--- config.mk ---
export PLATFORM = sky130hd
export DESIGN_NAME = adxl355_spi_rd_flat
export DESIGN_NICKNAME = d
export VERILOG_FILES = /design/src/rtl/adxl355_spi_rd_if.sv /design/src/rtl/adxl355_spi_rd.sv /design/src/flat_wrapper.sv
export SDC_FILE = /design/constraint.sdc
export NUM_CORES = 1
export LEC_CHECK = 0
export ABC_AREA = 1
export CAP_MARGIN = 25
export CORE_MARGIN = 4
export CORE_UTILIZATION = 44
export DETAILED_ROUTE_END_ITERATION = 7
export HOLD_SLACK_MARGIN = 0.12
export PLACE_DENSITY = 0.74
export SETUP_SLACK_MARGIN = 0.3
export SLEW_MARGIN = 20
export SYNTH_ARGS = -nofsm -noshare
export SYNTH_HDL_FRONTEND = slang
export SYNTH_SLANG_ARGS = --single-unit
--- constraint.sdc ---
create_clock -name i_clk -period 3.56 [get_ports i_clk]
set_input_delay 0.534 -clock i_clk [delete_from_list [all_inputs] [get_ports i_clk]]
set_output_delay 0.534 -clock i_clk [all_outputs]
set_load 0.05 [all_outputs]
--- src/rtl/adxl355_spi_rd_if.sv ---
// SPI pin bundle between the ADXL355 burst reader (master) and the sensor (slave).
interface adxl355_spi_rd_if;
    logic o_csn;
    logic o_sclk;
    logic o_mosi;
    logic i_miso;

    modport master (output o_csn, output o_sclk, output o_mosi, input i_miso);
    modport slave  (input o_csn, input o_sclk, input o_mosi, output i_miso);
endinterface

--- src/rtl/adxl355_spi_rd.sv ---
// ADXL355 SPI mode-0 burst reader: on each i_sync rising edge reads X/Y/Z (and temperature
// when ADXL355_SPI_RD_TEMP_EN is defined) and presents them with a one-cycle o_valid strobe.
module adxl355_spi_rd #(
    parameter int unsigned clk_div = 4
) (
    input  logic              i_clk,
    input  logic              i_rstn,
    input  logic              i_sync,
    adxl355_spi_rd_if.master  spi,
    output logic [19:0]       o_x,
    output logic [19:0]       o_y,
    output logic [19:0]       o_z,
    output logic [11:0]       o_temp,
    output logic              o_valid,
    output logic              o_overrun,
    output logic              o_busy
);

`ifdef ADXL355_SPI_RD_TEMP_EN
    localparam int unsigned NBYTES = 11;
    localparam logic [7:0]  CMD    = 8'h0D;
`else
    localparam int unsigned NBYTES = 9;
    localparam logic [7:0]  CMD    = 8'h11;
`endif
    localparam int unsigned DW     = 8 * NBYTES;
    localparam logic [6:0]  NBITS  = 7'(8 * (NBYTES + 1));
    localparam logic [8:0]  DIV_M1 = 9'(clk_div - 1);
    localparam logic [8:0]  GAP_M1 = 9'(2 * clk_div - 1);

    localparam logic [2:0] IDLE  = 3'd0;
    localparam logic [2:0] SETUP = 3'd1;
    localparam logic [2:0] SHIFT = 3'd2;
    localparam logic [2:0] HOLD  = 3'd3;
    localparam logic [2:0] GAP   = 3'd4;

    logic [2:0]    r_state;
    logic [8:0]    r_div;
    logic [6:0]    r_bit;
    logic [7:0]    r_cmd;
    logic [DW-1:0] r_shreg;
    logic          r_csn, r_sclk, r_mosi;
    logic          r_sync, r_sync_prev, r_armed;
    logic          w_rise;

    // r_armed stays low until i_sync has been seen at 0, so a level held through reset is not an edge
    assign w_rise = r_sync & ~r_sync_prev & r_armed;

    assign spi.o_csn  = r_csn;
    assign spi.o_sclk = r_sclk;
    assign spi.o_mosi = r_mosi;
    assign o_busy     = (r_state != IDLE);

    always_ff @(posedge i_clk or negedge i_rstn) begin
        if (!i_rstn) begin
            r_state     <= IDLE;
            r_div       <= '0;
            r_bit       <= '0;
            r_cmd       <= '0;
            r_shreg     <= '0;
            r_csn       <= 1'b1;
            r_sclk      <= 1'b0;
            r_mosi      <= 1'b0;
            r_sync      <= 1'b0;
            r_sync_prev <= 1'b0;
            r_armed     <= 1'b0;
            o_x         <= '0;
            o_y         <= '0;
            o_z         <= '0;
            o_valid     <= 1'b0;
            o_overrun   <= 1'b0;
`ifdef ADXL355_SPI_RD_TEMP_EN
            o_temp      <= '0;
`endif
        end else begin
            r_sync      <= i_sync;
            r_sync_prev <= r_sync;
            r_armed     <= r_armed | ~i_sync;
            o_valid     <= 1'b0;
            o_overrun   <= w_rise && (r_state != IDLE);

            case (r_state)
                IDLE: begin
                    if (w_rise) begin
                        r_state <= SETUP;
                        r_csn   <= 1'b0;
                        r_div   <= '0;
                        r_bit   <= '0;
                        r_mosi  <= CMD[7];
                        r_cmd   <= {CMD[6:0], 1'b0};
                    end
                end
                SETUP: begin
                    if (r_div == DIV_M1) begin
                        r_div   <= '0;
                        r_state <= SHIFT;
                    end else begin
                        r_div <= r_div + 9'd1;
                    end
                end
                SHIFT: begin
                    if (r_div == DIV_M1) begin
                        r_div <= '0;
                        if (!r_sclk) begin
                            r_sclk  <= 1'b1;
                            r_bit   <= r_bit + 7'd1;
                            r_shreg <= {r_shreg[DW-2:0], spi.i_miso};
                        end else begin
                            // command bits drain out of r_cmd, leaving MOSI at 0 for the data phase
                            r_sclk <= 1'b0;
                            r_mosi <= r_cmd[7];
                            r_cmd  <= {r_cmd[6:0], 1'b0};
                            if (r_bit == NBITS)
                                r_state <= HOLD;
                        end
                    end else begin
                        r_div <= r_div + 9'd1;
                    end
                end
                HOLD: begin
                    if (r_div == DIV_M1) begin
                        r_div   <= '0;
                        r_csn   <= 1'b1;
                        r_state <= GAP;
                        o_valid <= 1'b1;
                        o_x     <= r_shreg[71:52];
                        o_y     <= r_shreg[47:28];
                        o_z     <= r_shreg[23:4];
`ifdef ADXL355_SPI_RD_TEMP_EN
                        o_temp  <= r_shreg[83:72];
`endif
                    end else begin
                        r_div <= r_div + 9'd1;
                    end
                end
                GAP: begin
                    if (r_div == GAP_M1) begin
                        r_div   <= '0;
                        r_state <= IDLE;
                    end else begin
                        r_div <= r_div + 9'd1;
                    end
                end
                default: r_state <= IDLE;
            endcase
        end
    end

`ifndef ADXL355_SPI_RD_TEMP_EN
    assign o_temp = '0;
`endif

endmodule

--- src/flat_wrapper.sv ---
// flat-port wrapper written by rule: the top's interface ports become plain ports
module adxl355_spi_rd_flat 
#(
    parameter int unsigned clk_div = 4
)
  (i_clk, i_rstn, i_sync, o_x, o_y, o_z, o_temp, o_valid, o_overrun, o_busy, spi_o_csn, spi_o_sclk, spi_o_mosi, spi_i_miso);
  adxl355_spi_rd_if spi_i ();
  input  logic i_clk;
  input  logic i_rstn;
  input  logic i_sync;
  output logic [19:0] o_x;
  output logic [19:0] o_y;
  output logic [19:0] o_z;
  output logic [11:0] o_temp;
  output logic o_valid;
  output logic o_overrun;
  output logic o_busy;
  output wire logic [$bits(spi_i.o_csn)-1:0] spi_o_csn;
  output wire logic [$bits(spi_i.o_sclk)-1:0] spi_o_sclk;
  output wire logic [$bits(spi_i.o_mosi)-1:0] spi_o_mosi;
  input wire logic [$bits(spi_i.i_miso)-1:0] spi_i_miso;
  assign spi_o_csn = spi_i.o_csn;
  assign spi_o_sclk = spi_i.o_sclk;
  assign spi_o_mosi = spi_i.o_mosi;
  assign spi_i.i_miso = spi_i_miso;
  adxl355_spi_rd #(.clk_div(clk_div)) u_core (.i_clk(i_clk), .i_rstn(i_rstn), .i_sync(i_sync), .spi(spi_i), .o_x(o_x), .o_y(o_y), .o_z(o_z), .o_temp(o_temp), .o_valid(o_valid), .o_overrun(o_overrun), .o_busy(o_busy));
endmodule
==> results.yml, run 1 <==
cts:
  htree_levels: 4
  clk_latency_ns: 0.42
  tritoncts: "built"
  hold_buffers: 0
  clk_path_buf_depth: 2
  numCtsBuffers: 17
  clock-root-buffer: "clkbuf_16"
  post-cts-setup-buffers: 0
  post_cts_resized: 0
  path_clk_slew_ns: 0.06
  clkSinkCount: 166
yosys:
  synth_seq_cells: 166
  mappedNetlistArea_um2: 6903
  synth.largest_area_cell: "dfrtp_1"
  ys_types: 32
  muxShareOfSynthArea_pct: 0
  synth_xor_area_share_pct: 0.6344
  synthArstFlopShare_pct: 100.0
  synth_top_family_by_area: "simple AND/OR/NAND/NOR gates"
  avgSynthCellArea_um2: 9.119
  synth-adder-area-share_pct: 0.5438
  synth_cells: 757
  synth_top_area_share_pct: 59.82
  yosysSeqAreaShare_pct: 60.20
  synth-simple-area-share_pct: 17.89
  synth_compound_area_share_pct: 11.27
  yosys_warnings: 0
  synth-edff-count: 0
  synth_flop_cell: "dfrtp_1"
  synth_area_leaders: "dfrtp_1 60%, nand2_1 12%, o21ai_1 6.7%, inv_1 4.9%, o21ai_0 2.9%"
power_and_ir_drop:
  p_clk_share_pct: 35.7
  seqPwrFrac_pct: 43.2
  pwr-share-comb_pct: 21.1
  ir_worst_vdd_mv: 0.3737
  swShare_pct: 31.87
  p_per_area_nw_per_um2: 606.9
  leakage_nw: 3.713
  internal_power_mw: 3.407
  p_switching_mw: 1.594
critical_path:
  critPathArrivalTime_ns: 2.12
  cp.required_ns: 3.03
  endpoint_kind: "primary output"
  path_max_fanout: 5
  r2r_slack_ns: 1.15
  cp-start-kind: "flop"
  critical_path_class: "flop to primary output"
timing:
  tightestPinTransition_ns: 0.7824
  timing.fmax_mhz: 376.7
  min_period_ns: 2.655
  relSlewSlack_pct: 47.84
  setup_viol: 0
  whs_ns: 0.1800
  hold_violations: 0
  fin_crit_sh_pct: 74.57
  finalMaxSlewViolations: 0
  rsz0062_at_grt: "false"
  finClkSkew_ns: 0.009659
  setup_tns_ns: 0
routing:
  routed.top_layer: "met4"
  ant_nets: 0
  routedWlPerCell_um: 12.58
  wl_met3_um: 578
  drtIter0Drc: 286
  dr.pass1.iters: 5
  vias: 4859
  drc: 0
  wl_met1_mm: 6.489
  drt-total-wl_mm: 13.07
  routed_via_density: 4.677
  wl_met2_mm: 5.895
grt:
  overflow: 0
  antenna_found_initial: 0
  grt_pass1_wl_mm: 22.64
  grt_max_degree: 86
  gr-usage-all-layers_pct: 15.55
  grt_pass1_vias: 4626
final_layout:
  fillers: 1400
  antenna_cells: 0
  drive_above_1_share_pct: 7.246
  syn2layout_area_growth_pct: 19.38
  finalNetCount: 823
placement:
  numPortBuffers: 69
  hpwlAfterDp_mm: 8.580
  gp_congestion: 0.8524
die:
  die_w_um: 133.3
  dieArea_um2: 17760
  std_cell_rows: 45
  pin_count: 82
  initial_core_util_pct: 45.24
  core_um2: 15260
  die_h_um: 133.3
flow_run:
  drv_cap: 0
outcome:
  status: "complete, no violations"
hold_path:
  hp-class: "input port to async pin"
## metal layers
metal | GRT usage [%] | vias to the layer above
li1 | - | 2461
met1 | 22.24 | 2305
met2 | 23.00 | 80
met3 | 4.909 | 13
met4 | 4.457 | 0
met5 | 0 | -
## placed cells by master, fill, tap and decap left out, types with 2 or more instances in the layout
cell,netlist,layout
buf_4,16,5
clkbuf_16,0,17
clkinvlp_4,0,3
o21ai_1,92,92
nand2_1,220,220
o211ai_1,2,2
clkbuf_8,0,3
inv_2,3,3
o21ai_0,40,40
dfrtp_1,165,165
inv_1,90,90
clkbuf_1,10,4
ha_1,3,3
nor2_8,2,2
nand2_2,6,5
nand2_4,1,2
xor2_1,3,3
o21ai_2,6,6
xnor2_1,2,2
nand4_1,4,4
conb_1,1,12
nor2_1,32,32
nand3_1,27,27
clkdlybuf4s50_1,0,68
a21oi_2,4,4
bufinv_16,0,2
## Yosys cell counts, types with 4 or more instances
master and n:
buf_4 16, o21ai_1 92, nand3_1 27, nand2_2 6, nand4_1 4, clkbuf_1 10, buf_2 12, nand2_1 220
nor2_1 32, o21ai_2 6, a21oi_2 4, buf_6 7, o21ai_0 40, inv_1 90, dfrtp_1 165
## per-stage QoR
| step | power (mW) | utilization [%] | setup WS (ns) | cell area (µm²) | cells |
|---|---|---|---|---|---|
| after floorplan | 3.015 | - | 1.979 | 6944 | 768 |
| after global placement | 3.221 | 50.22 | 1.250 | 7662 | 1008 |
| after detailed placement | 3.251 | 50.22 | 1.147 | 7662 | 1008 |
| after CTS | 5.041 | 54.01 | 0.8875 | 8240 | 1039 |
| after global routing | 5.274 | 54.01 | 0.7767 | 8240 | 1039 |
| final | 5.001 | 54.01 | 0.9053 | 8240 | 1039 |
## worst max-delay path, stage by stage (launching register included)
cell and delay (ns):
dfrtp_1 0.42, inv_1 0.07, nand2_2 0.13, nor2_1 0.07, inv_1 0.17, clkdlybuf4s50_1 0.84
## power groups by stage
stage                     Combinational [mW]  Sequential [mW]  Clock, mW
final                                   1.05             2.16       1.79
after global routing                    1.19             2.18       1.90
after CTS                               1.07             2.16       1.81
after detailed placement                1.06             2.19          0
after global placement                  1.04             2.18          0
after floorplan                        0.768             2.25          0
## cells by family after synthesis
group / after synthesis
compound gates: 146
fa+ha+maj: 3
buf+inv: 139
simple gates: 297
xor+xnor: 5
flops: 166
other cells: 1
## cell type report
class | instances | area (µm²) | share of cell area [%]
Clock buffer | 24 | 481.7 | 5.846
Timing Repair Buffer | 75 | 749.5 | 9.095
Tap cell | 211 | 264.0 | 3.204
Inverter | 93 | 349.1 | 4.236
Clock inverter | 7 | 96.34 | 1.169
Multi-Input combinational cell | 463 | 2145 | 26.02
Sequential cell | 166 | 4155 | 50.43
## worst paths after layout
kind,end,cells past startpoint,start
worst max-delay path,o_busy,5,u_core.r_state[0]$_DFFE_PN0P_
worst min-delay path,u_core.r_shreg[56]$_DFFE_PN0P_,1,i_rstn
worst max register to register,u_core.o_z[12]$_DFFE_PN0P_,9,u_core.r_div[0]$_DFFE_PN0P_
worst min register to register,u_core.r_sync_prev$_DFF_PN0_,0,u_core.r_sync$_DFF_PN0_
max in group asynchronous,u_core.spi.o_csn$_DFFE_PN1P_,2,i_rstn
min in group i_clk,u_core.r_sync_prev$_DFF_PN0_,0,u_core.r_sync$_DFF_PN0_
## state kept, by name, indices dropped and copies added (netlist names), 3 cells and up
name and cells:
u_core.r_state 3, u_core.o_z 20, u_core.o_x 20, u_core.r_shreg 72
u_core.r_bit 7, u_core.r_cmd 7, u_core.o_y 20, u_core.r_div 9
Note: power is estimated with default switching activity, not from simulation.
==> inputs of run 2 (changes only) <==
PLACE_DENSITY = 0.77   (was 0.74)
clock period = 2.2 ns   (was 3.56 ns; I/O delays follow)
==> results.yml, run 2 (synthesized netlist as in run 1, its figures left out) <==
cts:
  clock-root-buffer: "clkbuf_16"
  clk_latency_ns: 0.42
  clk_path_buf_depth: 2
  numCtsBuffers: 17
  htree_levels: 4
  path_clk_slew_ns: 0.06
  tritoncts: "built"
  clkSinkCount: 166
timing:
  tightestPinTransition_ns: 0.5795
  finalMaxSlewViolations: 0
  timing.fmax_mhz: 540.8
  min_period_ns: 1.849
  fin_crit_sh_pct: 84.06
  rsz0062_at_grt: "true"
  setup_viol: 0
  setup_tns_ns: 0
  relSlewSlack_pct: 61.10
  hold_violations: 0
  finClkSkew_ns: 0.008110
critical_path:
  path_max_fanout: 1
  reg2reg_from: "u_core.r_div[1]$_DFFE_PN0P_"
  reg2reg_to: "u_core.r_shreg[52]$_DFFE_PN0P_"
  critical_path_class: "flop to primary output"
  cp.depth: 1
  crit_chain: "clkdlybuf4s50_1"
  reg2regPathDepth: 9
  cp.required_ns: 1.87
  cp_slowest_stage_delay_ns: 0.79
  r2r_slack_ns: 0.36
  cp_slowest_cell: "clkdlybuf4s50_1"
  cp-startpoint: "u_core.o_valid$_DFF_PN0_"
  critPathArrivalTime_ns: 1.52
  setup.worst_path.end: "o_valid"
  cp-start-kind: "flop"
  endpoint_kind: "primary output"
  cp_top_family: "buffers and inverters"
  crit_buf_inv: 1
routing:
  drtIter0Drc: 292
  vias: 4887
  routedWlPerCell_um: 13.03
  drc: 0
  drt-total-wl_mm: 13.66
  ant_nets: 0
  routed_via_density: 4.663
  dr.pass1.iters: 4
grt:
  grt_pass1_vias: 4629
  gr-usage-all-layers_pct: 15.47
  antenna_found_initial: 0
  grt_pass1_wl_mm: 22.25
  overflow: 0
  grt_max_degree: 135
final_layout:
  final_cell_mix: "220 x nand2_1, 165 x dfrtp_1, 94 x o21ai_1"
  final_common_cell: "nand2_1"
  syn2layout_area_growth_pct: 20.45
  drive_above_1_share_pct: 8.961
  regMostFlops: "u_core.r_shreg"
  finalInstanceArea_um2: 8314
  finalNetCount: 831
  largest_reg_flops: 72
  antenna_cells: 0
die:
  dieArea_um2: 17760
  die_h_um: 133.3
  pin_count: 82
  core_um2: 15260
  die_w_um: 133.3
  initial_core_util_pct: 45.24
  std_cell_rows: 45
placement:
  hpwlAfterDp_mm: 8.687
  gp_congestion: 0.8066
  dpl_cell_area_um2: 7725
  numPortBuffers: 69
power_and_ir_drop:
  ir_worst_vdd_mv: 0.5897
  leakage_nw: 4.085
  p_per_area_nw_per_um2: 970.4
outcome:
  status: "complete, no violations"
flow_run:
  drv_cap: 0
hold_path:
  hp-class: "input port to flop"
==> run 2: cell count changes in the layout (fill, tap and decap cells not counted), moves of 3 or more <==
| cell | delta |
|---|---|
| clkdlybuf4s50_1 | -64 |
| dlygate4sd2_1 | +63 |
| clkbuf_1 | -4 |
| inv_6 | +4 |
| buf_12 | +3 |
| o21ai_0 | -3 |
==> run 2: final cells by class <==
| type | instances | area (µm²) |
|---|---|---|
| fill | 1356 | 6944 |
| sequential | 166 | 4155 |
| multi-input combinational | 463 | 2167 |
| clock inverter | 11 | 88.84 |
| clock buffer | 21 | 480.5 |
| timing repair buffer | 83 | 809.5 |
| inverter | 93 | 349.1 |
| tap | 211 | 264.0 |
==> run 2: worst min path at each step <==
| stage | endpoint | slack (ns) | startpoint | depth (start not counted) |
|---|---|---|---|---|
| 6_report | u_core.r_sync$_DFF_PN0_ | 0.38 | i_sync | 1 |
| 5_1_grt | u_core.r_sync$_DFF_PN0_ | 0.36 | i_sync | 1 |
| 4_1_cts | u_core.r_sync$_DFF_PN0_ | 0.35 | i_sync | 1 |
| 3_5_place_dp | u_core.r_bit[2]$_DFFE_PN0P_ | 0.28 | i_rstn | 1 |
| 3_3_place_gp | u_core.r_bit[2]$_DFFE_PN0P_ | 0.28 | i_rstn | 1 |
| 2_1_floorplan | u_core.o_overrun$_DFF_PN0_ | 0.03 | i_rstn | 0 |
==> run 2: per-stage QoR <==
stage                     worst slack [ns]  utilization [%]  power (mW)  instances  hold WS, ns
after detailed placement            0.2945            50.63       5.267       1010       0.2786
after global placement              0.3821            50.63       5.215       1010       0.2780
final                               0.3507            54.49       8.068       1048       0.3780
after global routing                0.2337            54.49       8.522       1048       0.3582
after CTS                           0.3139            54.05       8.075       1045       0.3546
after floorplan                     0.6187                -       4.879        768      0.03441
==> run 2: worst reg2reg max path: stages (launching register included) <==
cell	delay, ns
dfrtp_1	0.40
ha_1	0.21
inv_1	0.08
nor2_1	0.08
nand2_1	0.13
nor2_8	0.20
nand2_4	0.14
buf_16	0.22
nor2_1	0.22
a21oi_2	0.04
==> run 2: what timing repair did <==
| action | 4_1_cts | 5_1_grt |
|---|---|---|
| gates cloned | 0 | 2 |
| setup buffers | 2 | 1 |
| hold endpoints to repair | 37 | 0 |
| pin swaps | 1 | 1 |
| resized for setup | 65 | 7 |
| endpoints found under the setup margin | 71 | 144 |
| hold buffers | 1 | 0 |
==> run 2: power breakdown <==
group          internal, mW  total [mW]  switching, mW
sequential             3.30        3.48          0.181
combinational         0.490        1.79           1.30
clock                  1.58        2.79           1.21
==> run 2: per-layer routing <==
layer	routed length [µm]	GRT usage (%)	vias to the layer above	part of all wire (%)
li1	-	-	2480	-
met1	6380	21.49	2312	47
met2	6434	23.42	83	47
met3	747	5.060	12	5.5
met4	95	4.457	0	0.70
met5	0	0	-	0
